$ cat src/rtl/hazard_ctrl_unit.sv
// ID-stage hazard unit: load-use and branch-in-ID operand hazards with a multi-cycle stall counter.
// Optional stall/event counters are built when HZD_STALL_CNT_EN is defined.
module hazard_ctrl_unit #(
  parameter int REG_ADDR_W = 5,
  parameter int LOAD_LAT   = 1,
  parameter int CNT_W      = $clog2(LOAD_LAT + 2)
) (
  input  logic                  clk,
  input  logic                  init,
  input  logic                  IFID_Valid,
  input  logic [REG_ADDR_W-1:0] IFIDRs,
  input  logic [REG_ADDR_W-1:0] IFIDRt,
  input  logic                  IFID_UsesRt,
  input  logic                  IFID_Branch,
  input  logic                  IDEX_MemRead,
  input  logic                  IDEX_RegWrite,
  input  logic [REG_ADDR_W-1:0] IDEXRd,
  input  logic                  EXMEM_MemRead,
  input  logic [REG_ADDR_W-1:0] EXMEMRd,
  output logic                  IF_IDWrite,
  output logic                  PCWrite,
  output logic                  MuxSel,
  output logic                  Stalling
`ifdef HZD_STALL_CNT_EN
  ,
  output logic [31:0]           StallCount,
  output logic [15:0]           HazardEvents
`endif
);

  typedef enum logic {IDLE, STALL} state_t;

  localparam logic [CNT_W-1:0] LAT  = CNT_W'(LOAD_LAT);
  localparam logic [CNT_W-1:0] LAT1 = CNT_W'(LOAD_LAT + 1);
  localparam logic [CNT_W-1:0] ONE  = CNT_W'(1);

  state_t           state, state_n;
  logic [CNT_W-1:0] rem, rem_n;
  logic [CNT_W-1:0] need;
  logic             m_ex, m_mem;
  logic             stall;

  // Bubbles and $0 never create a dependency; Rt only counts when it is actually read.
  assign m_ex  = IFID_Valid && (IDEXRd != '0) &&
                 ((IFIDRs == IDEXRd) || (IFID_UsesRt && (IFIDRt == IDEXRd)));
  assign m_mem = IFID_Valid && (EXMEMRd != '0) &&
                 ((IFIDRs == EXMEMRd) || (IFID_UsesRt && (IFIDRt == EXMEMRd)));

  always_comb begin
    need = '0;
    if (IDEX_MemRead && m_ex && (LAT > need))
      need = LAT;
    if (IFID_Branch && IDEX_MemRead && m_ex && (LAT1 > need))
      need = LAT1;
    if (IFID_Branch && IDEX_RegWrite && !IDEX_MemRead && m_ex && (ONE > need))
      need = ONE;
    if (IFID_Branch && EXMEM_MemRead && m_mem && (LAT > need))
      need = LAT;
  end

  assign stall = (state == STALL) || ((state == IDLE) && (need != '0));

  // The first stall cycle is spent in IDLE; STALL covers the remaining need-1 cycles.
  always_comb begin
    state_n = state;
    rem_n   = rem;
    case (state)
      IDLE: begin
        if (need >= CNT_W'(2)) begin
          state_n = STALL;
          rem_n   = need - ONE;
        end
      end
      STALL: begin
        if (rem == ONE) begin
          state_n = IDLE;
          rem_n   = '0;
        end else begin
          rem_n = rem - ONE;
        end
      end
      default: begin
        state_n = IDLE;
        rem_n   = '0;
      end
    endcase
  end

  always_ff @(posedge clk or posedge init) begin
    if (init) begin
      state <= IDLE;
      rem   <= '0;
    end else begin
      state <= state_n;
      rem   <= rem_n;
    end
  end

  assign IF_IDWrite = !stall || init;
  assign PCWrite    = !stall || init;
  assign MuxSel     = stall && !init;
  assign Stalling   = (state == STALL);

`ifdef HZD_STALL_CNT_EN
  always_ff @(posedge clk or posedge init) begin
    if (init) begin
      StallCount   <= '0;
      HazardEvents <= '0;
    end else begin
      if (stall && (StallCount != '1))
        StallCount <= StallCount + 32'd1;
      if ((state == IDLE) && (need != '0) && (HazardEvents != '1))
        HazardEvents <= HazardEvents + 16'd1;
    end
  end
`endif

endmodule

$ cat config.mk
export PLATFORM = sky130hd
export DESIGN_NAME = hazard_ctrl_unit
export DESIGN_NICKNAME = d
export VERILOG_FILES = /design/src/rtl/hazard_ctrl_unit.sv
export SDC_FILE = /design/constraint.sdc
export NUM_CORES = 1
export LEC_CHECK = 0
export ABC_AREA = 1
export CORE_AREA = 2 2 41 43
export CTS_BUF_LIST = sky130_fd_sc_hd__clkbuf_4 sky130_fd_sc_hd__clkbuf_8
export CTS_CLUSTER_SIZE = 8
export DETAILED_ROUTE_END_ITERATION = 12
export DIE_AREA = 0 0 43 45
export HOLD_SLACK_MARGIN = 0.02
export PLACE_DENSITY = 0.85
export REMOVE_ABC_BUFFERS = 1
export SETUP_SLACK_MARGIN = 0.05
export SLEW_MARGIN = 5
export SYNTH_ARGS = -nofsm -noshare
export SYNTH_HDL_FRONTEND = slang
export SYNTH_SLANG_ARGS = --single-unit
$ cat constraint.sdc
create_clock -name clk -period 1.9 [get_ports clk]
set_input_delay 0.19 -clock clk [delete_from_list [all_inputs] [get_ports clk]]
set_output_delay 0.19 -clock clk [all_outputs]
set_load 0.03 [all_outputs]
==> impl_metrics.ini <==
[floorplan]
dieArea_um2 = 1940
core_um2 = 1470
ios = 32
die_w_um = 43
die_height_um = 45
start_util = 0.430
num_rows = 14

[timing]
tightest_slew_ns = 0.313
layout_min_cycle_time_ns = 1.80
max_freq_mhz = 556
setup_ws_ns = 0.102
final.period_utilization = 0.947
max_slew_margin = 0.790
slew_viol_final = 0
finalSetupViolCount = 0
clock_skew_ns = 0.00426
grt_setup_unrepaired = yes
hold_viol_final = 0

[placed_design]
place_area_um2 = 1010
port_buffers = 31
routabilityCongestion = 0.869
pre_cts_ws_ns = -0.780
dp_hpwl_um = 1710

[clock_tree]
numCtsBuffers = 3
clockRootBuffer = clkbuf_4
cts.reportedPaths.clkPinSlew_ns = 0.04
htree_levels = 1
ctsLongestPathBuffers = 2
cts_tree = done
clk_latency_ns = 0.23
cts_setup_buffers = 0
cts.sinks = 3

[critical_path]
endpoint_kind = output pin
worst-endpoint-arrival_ns = 1.61
path_max_fanout = 3
crit_required_ns = 1.71
crit_type = in -> out
critPathLaunchType = input port

[global_routing]
grt_max_degree = 6
grt_pass1_vias = 876
grt_pass1_wl_um = 3310
antenna_found_initial = 0
grt_usage = 0.223
grt_remaining_overflow = 0

[finish]
final_area_um2 = 1070
antenna_cells = 0
layout.nets = 202
regArea_um2 = 75.1
n_fill_cell = 130
finish.utilization = 0.730
area_growth_pct = 69.6
multi_input_area_um2 = 483
drive_above_1_share = 0.398

[detailed_routing]
route.met3.wl_um = 69
drcViolationCount = 0
vias = 904
wirelength_met1_um = 834
wire_per_inst_um = 10.8
wl_met2_um = 1090
via_per_inst = 4.83
postRouteWirelength_um = 2010
drt_iter0_drc = 14
highest_layer = met4
drt.antenna.violating_nets = 0
firstDrtPassIters = 4

[synth]
syn_inst = 129
avgSynthCellArea_um2 = 4.91
synth_top_area_frac = 0.344
yosys.area.top_type = nand2_1
synth-seq-cells = 3
ys_types = 18
synthFlopType = dfrtp_1
postSynth.asyncResetShare = 1.00
seq_area_frac_synth = 0.119
yosys_warnings = 0
synth-edff-count = 0
synth_area_leaders = nand2_1 34%, dfrtp_1 12%, inv_1 12%
netlist_area_um2 = 633
post-synth-top-count-cell = nand2_1
synth_common_cells = 58 x nand2_1, 20 x inv_1, 13 x nor2_1

[pwr]
power.leakage_uw = 0.000627
peakVddDrop_mv = 0.610
powerDensity_nw_per_um2 = 443

[hold_path]
worstHoldPathType = in -> async

[job]
cap_violations = 0

[status]
status = finished clean
## final cells by class
class	count	share of cell area
repair buffers	39	0.332
multi-input cells	98	0.450
inverters	27	0.101
clock buffers	4	0.0280
well taps	16	0.0186
flip-flops and latches	3	0.0699
## flip-flops by register name, summed over array words and instances, names as in the netlist
name / cells
Stalling: 1
rem: 2
## worst paths after layout
check                      cells past startpoint        to     startpoint  slack (ns)
max                                           11    MuxSel   IDEX_MemRead        0.10
min                                            2    rem[0]           init        0.19
max reg2reg                                    4    rem[0]         rem[0]        0.73
min reg2reg                                    2    rem[1]         rem[1]        0.59
max in group asynchronous                      2  Stalling           init        1.57
min in group clk                               6    rem[0]  EXMEM_MemRead        0.55
## where the power goes
group / switching [µW] / total, µW / leakage, µW / internal (µW)
Sequential: 15.2 / 101 / 0.0000351 / 85.8
Clock: 30.8 / 124 / 0.0000184 / 92.8
Combinational: 131 / 251 / 0.000574 / 120
Total: 177 / 475 / 0.000627 / 298
## cell usage in the layout (no fill, tap or decap), types with 2 or more instances in the layout
cell type and count:
nor2_1 13, buf_2 2, nand2_1 52, xnor2_1 2, inv_4 3, a21oi_1 3, o21ai_0 2, clkbuf_2 3
dfrtp_1 3, buf_6 11, clkbuf_4 4, dlygate4sd2_1 2, clkdlybuf4s50_1 4, a21oi_2 2, nand4_1 3, inv_1 9
buf_4 13, buf_8 2, nand3_1 5, nand2_2 8, inv_2 15
## critical path, cell delays in order
cell	delay (ns)
clkdlybuf4s50_1	0.42
nand2_1	0.09
inv_1	0.07
nand3_4	0.09
nand2_2	0.06
nand2_1	0.06
inv_1	0.04
ha_2	0.17
a21oi_2	0.17
buf_4	0.13
buf_6	0.11
## kinds of logic after synthesis
| kind of cell | count (synthesis) | share of synthesized area |
|---|---|---|
| and+or+nand+nor | 85 | 0.563 |
| buffers and inverters | 28 | 0.172 |
| AOI/OAI and AO/OA | 8 | 0.0632 |
| DFF | 3 | 0.119 |
| xor gates and xnor gates | 2 | 0.0277 |
| adders and majority gates | 2 | 0.0395 |
| muxes | 1 | 0.0158 |
## metal layers
layer  up-vias  global-route usage
li1        474                   -
met1       406               0.252
met2        22               0.439
met3         2              0.0360
met4         0              0.0485
met5         -                   0
## repair_timing
item,4_1_cts,5_1_grt
setup endpoints to repair,4,3
pin swaps,14,30
gates resized for setup,72,72
hold buffers,0,0
gates cloned,0,0
## stage by stage
stage / instances / TNS, ns / total power, µW / hold slack [ns]
floorplan: 128 / -0.511 / 216 / -0.0564
global placement: 183 / -1.99 / 325 / 0.408
detailed placement: 183 / -2.16 / 342 / 0.411
CTS: 187 / 0 / 457 / 0.192
global route: 187 / 0 / 516 / 0.214
finish: 187 / 0 / 475 / 0.191
No activity file was read; power rests on OpenSTA's default activity.
